===== config.mk =====
export PLATFORM = sky130hd
export DESIGN_NAME = and_result_fifo
export DESIGN_NICKNAME = d
export VERILOG_FILES = /design/src/rtl/and_result_fifo.sv
export SDC_FILE = /design/constraint.sdc
export NUM_CORES = 1
export LEC_CHECK = 0
export ABC_CLOCK_PERIOD_IN_PS = 2700
export BUFFER_PORTS_ARGS = -buffer_cell sky130_fd_sc_hd__buf_2
export CORE_ASPECT_RATIO = 1.25
export CORE_UTILIZATION = 35
export DETAILED_ROUTE_END_ITERATION = 6
export SYNTH_ARGS = -nofsm -noshare
export SYNTH_HDL_FRONTEND = slang
export SYNTH_SLANG_ARGS = --single-unit

===== constraint.sdc =====
create_clock -name clk -period 2.7 [get_ports clk]
set_input_delay 0.27 -clock clk [delete_from_list [all_inputs] [get_ports clk]]
set_output_delay 0.27 -clock clk [all_outputs]
set_load 0.005 [all_outputs]

===== src/rtl/and_result_fifo.sv =====
// First-word-fall-through result buffer behind the AND stage.
// Keeps results in order and flags any word offered while the buffer is full.
module and_result_fifo #(
  parameter int WIDTH  = 8,
  parameter int DEPTH  = 4,
  parameter int ADDR_W = 2
) (
  input  logic              clk,
  input  logic              reset,
  input  logic [WIDTH-1:0]  in_data,
  input  logic              in_valid,
  output logic              in_ready,
  output logic [WIDTH-1:0]  out_data,
  output logic              out_valid,
  input  logic              out_ready,
  output logic [ADDR_W:0]   count,
  output logic              overflow
);

  logic [WIDTH-1:0]  r_mem [DEPTH];
  logic [ADDR_W-1:0] r_wr_ptr;
  logic [ADDR_W-1:0] r_rd_ptr;
  logic [ADDR_W:0]   r_count;
  logic              r_overflow;

  logic              w_full;
  logic              w_empty;
  logic              w_push;
  logic              w_pop;
  logic              w_reject;
  logic [ADDR_W:0]   w_count_nxt;

  // Status comes only from the count register, so out_ready never reaches in_ready.
  assign w_full   = (r_count == (ADDR_W+1)'(DEPTH));
  assign w_empty  = (r_count == {(ADDR_W+1){1'b0}});
  assign w_push   = in_valid && !w_full;
  assign w_pop    = out_ready && !w_empty;
  assign w_reject = in_valid && w_full;

  // Occupancy update: push and pop together leave the count unchanged.
  always_comb begin
    w_count_nxt = r_count;
    if (w_push && !w_pop) begin
      w_count_nxt = r_count + (ADDR_W+1)'(1);
    end else if (w_pop && !w_push) begin
      w_count_nxt = r_count - (ADDR_W+1)'(1);
    end else begin
      w_count_nxt = r_count;
    end
  end

  // Storage write; contents survive reset because the pointers discard them.
  always_ff @(posedge clk) begin
    if (w_push) begin
      r_mem[r_wr_ptr] <= in_data;
    end
  end

  // Pointers, occupancy and sticky overflow.
  always_ff @(posedge clk) begin
    if (reset) begin
      r_wr_ptr   <= {ADDR_W{1'b0}};
      r_rd_ptr   <= {ADDR_W{1'b0}};
      r_count    <= {(ADDR_W+1){1'b0}};
      r_overflow <= 1'b0;
    end else begin
      if (w_push) begin
        r_wr_ptr <= r_wr_ptr + ADDR_W'(1);
      end
      if (w_pop) begin
        r_rd_ptr <= r_rd_ptr + ADDR_W'(1);
      end
      r_count <= w_count_nxt;
      if (w_reject) begin
        r_overflow <= 1'b1;
      end
    end
  end

  // Outputs are decoded from registered state only.
  always_comb begin
    in_ready  = !w_full;
    out_valid = !w_empty;
    count     = r_count;
    overflow  = r_overflow;
    if (!w_empty) begin
      out_data = r_mem[r_rd_ptr];
    end else begin
      out_data = {WIDTH{1'b0}};
    end
  end

endmodule

# --- Word level (Yosys, flattened, before mapping) ---
# Memory sizes are Yosys's and may differ from the RTL's. A register that Yosys moved wholly into a read port is not among the register bits.
# Index checks and enable logic that the tools add are counted.
totals:
  ramBits: 32
  in_bits: 12
  memories: 1
  output_inout_bits: 14
  regBits: 8
  word_cells: 28
classes:
  reduce_logical: 11
  addsub: 4
  eq_ne: 1
  muxes: 7
mem_list:
  columns: ["name", "depth", "width", "rd", "rd_ports_with_merged_regs", "write_ports", "line_no", "text"]
  rows:
  - ["r_mem", 4, 8, 1, 1, 1, "20", "logic [WIDTH-1:0] r_mem [DEPTH];"]
op_table:
  columns: ["operator", "n"]
  rows:
  - ["two-way mux 8 bit", 1]
  - ["two-way mux 3 bit", 2]
  - ["logical AND 1 bit", 5]
  - ["adder 2 x 1 -> 2 bit (second input constant)", 2]
  - ["zero test 1 bit", 4]
  - ["two-way mux 2 bit", 2]
  - ["adder 3 x 1 -> 3 bit (second input constant)", 1]
  - ["equality test 3 bit (second input constant)", 1]
  - ["zero test 3 bit", 1]
  - ["subtractor 3 x 1 -> 3 bit (second input constant)", 1]
  - ["two-way mux 1 bit", 2]
  - ["nonzero test 2 bit", 1]

# --- Longest topological paths before layout ---
# Gate-level depths: netlist (run 1).
logic_depth:
  word_depth: 7
  depth_mapped: 8
  depth_no_buf: 8

# --- Worst setup path after synthesis (run 1) ---
# No wires, ideal clock.
synth_timing:
  path_type: "reg-to-reg"
  from: "register r_count[0], in the netlist count[0]"
  to: "register r_count[2], in the netlist count[2]"
  slack_ps: 680
  setup_time_ps: 70
  n_path_buf: 0
  stages_incl_launch_ff: 9
  period_less_slack_ps: 2020
  required_time_ps: 2630
  t_arrival_ps: 1950
  path_cell_list: "dfxtp_1 nor3b_2 nor2_2 ha_1 inv_1 fa_1 xor2_1 or3_1 a21oi_1"
synth_via:
  elab_chain_len: 6
  elab_cells_between_ends: 15
  cone_classes: "add/sub: 2; eq/ne: 1; mux: 2; reduce/logical: 10"
synth_rtl:
  columns: ["item", "line_no", "text"]
  rows:
  - ["start, declared", "23", "logic [ADDR_W:0] r_count;"]
  - ["start signal, assigned", "64", "r_count <= {(ADDR_W+1){1'b0}};"]
  - ["start signal, assigned", "73", "r_count <= w_count_nxt;"]
  - ["equality test 3 bit *", "34", "assign w_full = (r_count == (ADDR_W+1)'(DEPTH));"]
  - ["zero test 1 bit *", "36", "assign w_push = in_valid && !w_full;"]
  - ["logical AND 1 bit *", "36", null]
  - ["named net w_push", "28", "logic w_push;"]
  - ["zero test 1 bit", "45", "end else if (w_pop && !w_push) begin"]
  - ["logical AND 1 bit", "45", null]
  - ["nonzero test 2 bit (no source line)", null, null]
# Mark *: on every way through the listed nets, which the timed path passes. The rest lies on a longest branch. The select of a mux whose other input is x is not followed.
# A chain may end at the register's enable or synchronous reset.

# --- Worst setup path after layout (run 1) ---
# Same ends and word-level chain as after synthesis.

==> key figures, run 1 <==
Setup path
  – Crit path kind: reg -> reg
  – Top Family by Delay on Critical Path: simple AND/OR/NAND/NOR gates
  – CP max FO: 6
  – Crit path arrival time: 2410 ps
  – CP max stage cell: dfxtp_1
  – CP Buf/Inv Count: 1
  – Crit end category: flip-flop
  – Crit-path cells: nor3b_2 -> nor2_2 -> ha_1 -> inv_1 -> fa_1 -> xor2_1 -> or3_1 -> a21oi_1
  – Critical Path Max Stage Delay: 500 ps
  – Req. time, crit path: 2920 ps
  – Crit start category: flip-flop

Drt
  – Vias: 918
  – DRT Wirelength: 2.850 mm
  – Vias per cell: 4.732
  – DRC violations left: 0
  – Routed WL per cell: 14.69 um
  – Routed Antenna Nets: 0
  – Drt first-iter violations: 26
  – Initial DRT Pass Iterations: 4

Yosys
  – Ys flop type: edfxtp_1
  – Distinct cells, synth: 24
  – Ys async rst share: 0%
  – Sequential area share after synthesis: 64.90%
  – FF+latch count, synth: 42
  – Yosys synthesis warning count: 0
  – Post-synth EDFFs: 32
  – Mapped Area: 1789 um2
  – Mapped Cells: 105
  – Synth Area per Inst: 17.04 um2
  – Syn nets: 123

Pwr
  – Peak supply drop: 0.4422 mV
  – Switching Share: 28.32%
  – Sequential power share: 45.7%
  – Internal cell power: 1.388 mW
  – Clock power frac: 23.6%
  – Power Dens Cells: 936.3 nW/um2
  – Leak Pwr: 0.7822 nW
  – Psw: 0.5484 mW
  – Combinational Power Share: 30.8%

STA
  – Setup TNS: 0 ps
  – Final Slew Violations: 0
  – Min cycle time layout: 2197 ps
  – Max Fclk: 0.4552 GHz
  – Final setup fails: 0
  – Hold Fails Final Rpt: 0
  – Setup Skew: 7.228 ps
  – Worst Tran Pin Value: 585.8 ps
  – Max-slew headroom: 60.89%
  – RSZ-0062 raised after global routing: false
  – Fin crit share: 81.37%

Placement
  – Cells after DPL: 187
  – Placed cell areas: 1966 um2
  – Final Wtd Congestion: 0.6870
  – Half-perimeter wire length after detailed placement: 1.999 mm
  – Port-buffer cells: 25

Global routing
  – Vias in the first global route: 954
  – GRT overflow: 0
  – All-Layer GR Usage: 11.78%
  – Initial antenna violation count: 0
  – Largest net degree at the start of global routing: 13
  – First-pass GRT wire length: 4.560 mm

CTS
  – # clock sinks: 42
  – CTS tree: done
  – Clock buffer count from CTS: 5
  – Clock slew at reported path FFs: 70 ps
  – Resized Gates After CTS: 0
  – Root Driver: clkbuf_8
  – Setup bufs post-CTS: 0
  – H-tree levels: 2
  – Clock Tree Buf Depth: 2
  – Latest clock arrival within the worst-skew pair: 290 ps
  – Hold buffer count at cts: 0

Floorplanning
  – I/O pin total: 26
  – Die height: 81.94 um
  – Starting Density: 37.01%
  – Rows: 28
  – Die area: 5404 um2
  – Core ar.: 4835 um2
  – Die W: 65.95 um

Job
  – Max cap viols: 0

Cells and area
  – Cell area after layout: 2068 um2
  – FILL cells: 461
  – Area Overhead vs Synth: 15.59%
  – Layout cell share with drive strength beyond 1: 38.81%
  – Final nets: 152
  – Final cell count without fillers: 194
  – N_diodes: 0

Worst hold path
  – HP Class: in -> reg

Run status
  – Status: finished clean
[final timing paths]
check             slack, ps  startpoint  cells past startpoint     endpoint
hold / removal          200  in_data[0]                      1  r_mem[3][0]
hold reg to reg         480    overflow                      2     overflow
setup / recovery        500    count[0]                      8     count[2]
setup reg to reg        500    count[0]                      8     count[2]
[synthesized netlist by cell type (2+ instances only)]
library cell  count  area, um2
a21oi_1           4      20.02
and2_1            4      25.02
buf_6             2      22.52
dfxtp_1          10      200.2
edfxtp_1         32      960.9
ha_1              5      62.56
inv_1             6      22.52
mux2i_1           2      20.02
mux4_2            8      180.2
nand2b_1          2      12.51
nor2_1            5      18.77
nor2b_4           8      110.1
o21ai_0           2      10.01
or3_1             3      18.77
xor2_1            3      26.28
[cells by family (layout without fill, tap and decap cells)]
group,Yosys count,after routing,share of synthesized area [%]
muxes,10,10,11.19
adders and majority gates,6,6,4.615
DFF,42,42,64.89
and+or+nand+nor,26,26,12.17
buffers and inverters,10,39,3.006
xor gates and xnor gates,3,3,1.469
AOI/OAI and AO/OA,8,8,2.657
[power by group through the flow]
stage | Sequential, mW | Combinational (mW) | Clock (mW)
after CTS | 0.890 | 0.611 | 0.471
after global placement | 0.891 | 0.596 | 0
after detailed placement | 0.903 | 0.608 | 0
after floorplan | 0.848 | 0.494 | 0
final | 0.884 | 0.596 | 0.457
after global routing | 0.901 | 0.665 | 0.493
[per-stage QoR]
| stage | utilization [%] | hold slack, ps | setup WS, ps | total power, mW |
|---|---|---|---|---|
| global route | 42.78 | 192.1 | 332.4 | 2.058 |
| detailed placement | 40.66 | 471.0 | 482.7 | 1.512 |
| finish | 42.78 | 198.0 | 503.1 | 1.936 |
| CTS | 42.78 | 187.5 | 457.0 | 1.972 |
| global placement | 40.66 | 451.6 | 608.7 | 1.488 |
| floorplan | - | 368.9 | 679.9 | 1.341 |
[sequential cells by signal (all words and copies together) (netlist names), named ones only]
signal and count:
count 3, overflow 1, r_mem 32, r_rd_ptr 2, r_wr_ptr 2
[routing by layer]
layer / share of wire (%) / GRT usage (%)
met3: 4.8 / 2.917
met1: 39 / 12.66
met2: 55 / 21.94
met5: 0 / 0
met4: 1.4 / 4.468
[cell usage in the layout (no fill, tap or decap), types with 2 or more instances in the layout]
cell type	instances
dfxtp_1	10
nor2_1	5
ha_1	5
mux2i_1	2
and2_1	4
edfxtp_1	32
clkbuf_8	5
xor2_1	3
inv_1	6
mux4_2	8
a21oi_1	4
nand2b_1	2
o21ai_0	2
buf_2	25
nor2b_4	8
or3_1	3
[worst register-to-register path, stage by stage, from the launching register on]
cell	delay, ps
dfxtp_1	500
nor3b_2	130
nor2_2	210
ha_1	220
inv_1	60
fa_1	370
xor2_1	180
or3_1	310
a21oi_1	150
[area by class of cell]
cell class	instances	area [um2]	share of cell area (%)
clock inverters	2	33.78	1.633
inverters	6	22.52	1.089
well taps	60	75.07	3.630
flip-flops and latches	42	1161	56.14
repair buffers	26	132.6	6.413
clock buffers	5	68.82	3.327
multi-input cells	53	574.3	27.77
(Power assumes the default switching activity.)
==> inputs of run 2 (changes only) <==
--- a/config.mk
+++ b/config.mk
@@ -5,7 +5,7 @@
 export SDC_FILE = /design/constraint.sdc
 export NUM_CORES = 1
 export LEC_CHECK = 0
-export ABC_CLOCK_PERIOD_IN_PS = 2700
+export ABC_CLOCK_PERIOD_IN_PS = 2100
 export BUFFER_PORTS_ARGS = -buffer_cell sky130_fd_sc_hd__buf_2
 export CORE_ASPECT_RATIO = 1.25
 export CORE_UTILIZATION = 35
==> constraint.sdc (replaced) <==
create_clock -name clk -period 2.1 [get_ports clk]
set_input_delay 0.21 -clock clk [delete_from_list [all_inputs] [get_ports clk]]
set_output_delay 0.21 -clock clk [all_outputs]
set_load 0.005 [all_outputs]
==> key figures, run 2 (synthesized netlist as in run 1, its figures left out) <==
Run status
  – Status: finished clean

CTS
  – Latest clock arrival within the worst-skew pair: 280 ps
  – Clock Tree Buf Depth: 2
  – Root Driver: clkbuf_8
  – Clock buffer count from CTS: 5
  – Clock slew at reported path FFs: 70 ps
  – CTS tree: done
  – H-tree levels: 2
  – # clock sinks: 42

Pwr
  – Power Dens Cells: 1206 nW/um2
  – Psw: 0.7236 mW
  – Internal cell power: 1.845 mW
  – Peak supply drop: 0.7445 mV
  – Leak Pwr: 0.8077 nW
  – Combinational Power Share: 34.3%
  – Switching Share: 28.17%
  – Clock power frac: 22.8%
  – Sequential power share: 42.9%

Cells and area
  – Largest register FFs: 32
  – Final nets: 157
  – Post-route core utilization: 44.05%
  – Layout cell share with drive strength beyond 1: 45.32%
  – N_diodes: 0
  – Commonest non-fill, non-tap cell in the layout: edfxtp_1
  – Reg with most FFs: r_mem
  – Commonest non-fill, non-tap cells in the layout: edfxtp_1 (32), buf_2 (25), mux4_2 (8), nor2b_4 (8), dfxtp_1 (7)
  – Area Overhead vs Synth: 19.02%
  – FILL cells: 450

Global routing
  – First-pass GRT wire length: 4.360 mm
  – GRT overflow: 0
  – Vias in the first global route: 979
  – Initial antenna violation count: 0
  – All-Layer GR Usage: 11.51%
  – Largest net degree at the start of global routing: 13

STA
  – Max-slew headroom: 71.03%
  – Final setup fails: 0
  – Max Fclk: 0.4975 GHz
  – Setup Skew: 4.723 ps
  – Worst Tran Pin Value: 434.5 ps
  – Final Slew Violations: 0
  – Setup TNS: 0 ps
  – Fin crit share: 95.72%
  – Hold Fails Final Rpt: 0
  – Min cycle time layout: 2010 ps

Drt
  – DRC violations left: 0
  – Vias per cell: 4.633
  – Routed WL per cell: 13.94 um
  – DRT Wirelength: 2.775 mm
  – Drt first-iter violations: 74
  – Routed Antenna Nets: 0
  – Initial DRT Pass Iterations: 4
  – Vias: 922

Floorplanning
  – Die height: 81.94 um
  – Starting Density: 37.01%
  – Rows: 28
  – Die area: 5404 um2
  – I/O pin total: 26
  – Die W: 65.95 um
  – Core ar.: 4835 um2

Setup path
  – Reg2Reg Setup Slack: 90 ps
  – CP Buf/Inv Count: 1
  – Crit start category: flip-flop
  – CP max stage cell: dfxtp_4
  – Crit end category: flip-flop
  – Crit path to: count[2]
  – Crit path kind: reg -> reg
  – Crit-path cells: nor3b_2 -> nor2_2 -> ha_2 -> inv_1 -> fa_2 -> xor2_1 -> or3_1 -> a21oi_2
  – Crit path arrival time: 2220 ps
  – Critical R2R Capture: count[2]
  – Beginning of the critical path: count[2]
  – CP max FO: 6
  – Critical Path Stages: 8
  – Path depth of the worst reg2reg path: 8
  – Critical Path Max Stage Delay: 370 ps
  – Req. time, crit path: 2310 ps
  – Top Family by Delay on Critical Path: simple AND/OR/NAND/NOR gates
  – R2r startpoint: count[2]

Placement
  – Final Wtd Congestion: 0.7064
  – Port-buffer cells: 25
  – Half-perimeter wire length after detailed placement: 1.980 mm

Worst hold path
  – Worst hold start: in_data[7]
  – HP Class: in -> reg

Job
  – Max cap viols: 0
==> run 2: how the worst min path moves through the flow <==
stage | endpoint | slack, ps | cells after the start
floorplan | r_mem[0][0] | 310 | 0
CTS | r_mem[3][7] | 130 | 1
global route | r_mem[3][0] | 130 | 1
detailed placement | r_mem[2][0] | 430 | 1
finish | r_mem[1][7] | 140 | 1
global placement | r_mem[0][7] | 420 | 1
==> run 2: power groups by stage <==
stage               clock, mW  sequential (mW)  combinational, mW
global route            0.629             1.11              0.967
global placement            0             1.10              0.840
detailed placement          0             1.11              0.860
finish                  0.586             1.10              0.881
floorplan                   0             1.09              0.635
CTS                     0.608             1.09              0.874
==> run 2: repair_timing <==
item / in CTS / in global routing
pin swaps: 1 / 1
setup endpoints to repair: 1 / 1
setup buffers: 1 / 1
hold buffers: 0 / 0
gates resized for setup: 2 / 6
gates cloned: 0 / 0
==> run 2: through the flow <==
stage          std cells  setup slack (ps)  area (um2)  hold slack, ps  total power, mW
6_report             199             89.97        2130           137.4            2.568
5_1_grt              199            -2.697        2130           130.0            2.708
4_1_cts              198             12.13        2102           128.2            2.573
3_5_place_dp         190            -17.69        1988           428.8            1.969
3_3_place_gp         190             127.6        1988           420.3            1.935
2_1_floorplan        105             79.92        1789           308.9            1.725
==> run 2: final cells by class <==
cell class,count,area [um2],share of cell area [%]
timing repair buffer,31,170.2,7.991
clock buffer,5,68.82,3.231
clock inverter,2,33.78,1.586
tap,60,75.07,3.525
sequential,42,1167,54.82
inverter,6,22.52,1.058
multi-input combinational,53,591.8,27.79
==> run 2: metal layers <==
metal	vias to the layer above	GRT usage (%)	wire (um)
met5	-	0	0
met4	0	5.745	57
met3	6	4.167	128
met2	23	21.73	1470
met1	442	10.70	1119
li1	451	-	-
==> inputs of run 3 (changes only) <==
--- a/config.mk
+++ b/config.mk
@@ -5,11 +5,12 @@
 export SDC_FILE = /design/constraint.sdc
 export NUM_CORES = 1
 export LEC_CHECK = 0
-export ABC_CLOCK_PERIOD_IN_PS = 2100
+export ABC_CLOCK_PERIOD_IN_PS = 2300
 export BUFFER_PORTS_ARGS = -buffer_cell sky130_fd_sc_hd__buf_2
 export CORE_ASPECT_RATIO = 1.25
 export CORE_UTILIZATION = 35
 export DETAILED_ROUTE_END_ITERATION = 6
+export SLEW_MARGIN = 15
 export SYNTH_ARGS = -nofsm -noshare
 export SYNTH_HDL_FRONTEND = slang
 export SYNTH_SLANG_ARGS = --single-unit
==> constraint.sdc (replaced) <==
create_clock -name clk -period 2.3 [get_ports clk]
set_input_delay 0.23 -clock clk [delete_from_list [all_inputs] [get_ports clk]]
set_output_delay 0.23 -clock clk [all_outputs]
set_load 0.005 [all_outputs]
==> key figures, run 3 (synthesized netlist as in run 1, its figures left out) <==
STA
  – RSZ-0062 raised after global routing: false
  – Max-slew headroom: 70.18%
  – Final setup fails: 0
  – Fin crit share: 91.99%
  – Worst hold slack: 148.8 ps
  – Setup Skew: 10.36 ps
  – Post-route setup slack: 184.2 ps
  – Max Fclk: 0.4726 GHz
  – Min cycle time layout: 2116 ps
  – Final Slew Violations: 0
  – Hold Fails Final Rpt: 0
  – Worst Tran Pin Value: 446.6 ps
  – Setup TNS: 0 ps

CTS
  – Latest clock arrival within the worst-skew pair: 290 ps
  – H-tree levels: 2
  – Root Driver: clkbuf_8
  – Hold buffer count at cts: 0
  – # clock sinks: 42
  – Setup bufs post-CTS: 0
  – Clock buffer count from CTS: 5
  – CTS tree: done
  – Clock Tree Buf Depth: 2
  – Clock slew at reported path FFs: 80 ps
  – Resized Gates After CTS: 0

Pwr
  – Combinational Power Share: 34.4%
  – Leak Pwr: 0.7792 nW
  – Clock power frac: 20.3%
  – Internal cell power: 1.538 mW
  – Power Dens Cells: 1070 nW/um2
  – Psw: 0.6725 mW
  – Sequential power share: 45.3%
  – Switching Share: 30.42%
  – Total power: 2.211 mW
  – Peak supply drop: 0.5100 mV

Drt
  – DRC violations left: 0
  – Vias per cell: 4.776
  – Routed WL per cell: 14.90 um
  – Vias: 936
  – DRT Wirelength: 2.920 mm
  – Drt first-iter violations: 76
  – Routed Antenna Nets: 0
  – Initial DRT Pass Iterations: 3

Cells and area
  – Commonest non-fill, non-tap cells in the layout: edfxtp_1 (32), buf_2 (25), mux4_2 (8), nor2b_4 (8), dfxtp_1 (8)
  – N_diodes: 0
  – Area Overhead vs Synth: 15.45%
  – Layout cell share with drive strength beyond 1: 41.18%
  – FILL cells: 457
  – Register area: 1164 um2
  – Post-route core utilization: 42.73%
  – Largest register FFs: 32
  – Reg with most FFs: r_mem
  – Area occupied by multi-input gates: 579.3 um2
  – Final nets: 153
  – Commonest non-fill, non-tap cell in the layout: edfxtp_1

Floorplanning
  – Die W: 65.95 um
  – Die height: 81.94 um
  – Starting Density: 37.01%
  – I/O pin total: 26
  – Die area: 5404 um2
  – Core ar.: 4835 um2
  – Rows: 28

Setup path
  – CP max stage cell: dfxtp_1
  – Crit start category: flip-flop
  – Crit end category: flip-flop
  – Req. time, crit path: 2520 ps
  – Critical Path Max Stage Delay: 370 ps
  – CP max FO: 6
  – Crit path arrival time: 2330 ps
  – Crit-path cells: o31ai_2 -> ha_1 -> inv_1 -> fa_1 -> xor2_1 -> or3_1 -> a21oi_1
  – Crit path kind: reg -> reg
  – Path depth of the worst reg2reg path: 7

Global routing
  – GRT overflow: 0
  – All-Layer GR Usage: 12.36%
  – Initial antenna violation count: 0
  – Largest net degree at the start of global routing: 14
  – First-pass GRT wire length: 4.581 mm
  – Vias in the first global route: 937

Job
  – Max cap viols: 0

Run status
  – Status: finished clean

Worst hold path
  – HP Class: in -> reg
  – Worst hold path depth: 1

Placement
  – Port-buffer cells: 25
  – Final Wtd Congestion: 0.6794
  – Half-perimeter wire length after detailed placement: 2.041 mm
  – Place WS: 36.54 ps
## run 3: power by group through the flow
stage | registers [mW] | clock network, mW | logic, mW
after CTS | 1.00 | 0.468 | 0.779
after global routing | 1.01 | 0.494 | 0.842
final | 1.00 | 0.449 | 0.760
after floorplan | 0.995 | 0 | 0.579
after detailed placement | 1.02 | 0 | 0.769
after global placement | 1.01 | 0 | 0.752
## run 3: final timing paths
| check | from | endpoint | slack [ps] |
|---|---|---|---|
| min | in_data[5] | r_mem[0][5] | 150 |
| max | count[2] | count[2] | 180 |
| min reg2reg | overflow | overflow | 470 |
| max reg2reg | count[2] | count[2] | 180 |
## run 3: through the flow
| stage | cell area, um2 | instances |
|---|---|---|
| finish | 2066 | 196 |
| global route | 2066 | 196 |
| CTS | 2058 | 196 |
| detailed placement | 1973 | 188 |
| global placement | 1973 | 188 |
| floorplan | 1789 | 105 |
## run 3: cell type report
class / instances / area share (%)
timing repair buffer: 27 / 6.784
sequential: 42 / 56.33
multi-input combinational: 53 / 28.04
clock buffer: 5 / 3.331
clock inverter: 3 / 0.7874
tap: 60 / 3.634
inverter: 6 / 1.090
## run 3: per-layer routing
| metal | global-route usage (%) | vias up | share of wire (%) |
|---|---|---|---|
| li1 | - | 439 | - |
| met1 | 13.16 | 465 | 39 |
| met2 | 21.73 | 25 | 54 |
| met3 | 4.306 | 7 | 5.5 |
| met4 | 5.745 | 0 | 1.8 |
| met5 | 0 | - | 0 |
## run 3: worst max-delay path: cells and delay by family (launching register included)
| kind | cells | cell delay (ps) |
|---|---|---|
| xor gates and xnor gates | 1 | 180 |
| DFF | 1 | 370 |
| and+or+nand+nor | 1 | 320 |
| adders and majority gates | 2 | 610 |
| buffers and inverters | 1 | 60 |
| AOI/OAI and AO/OA | 2 | 510 |
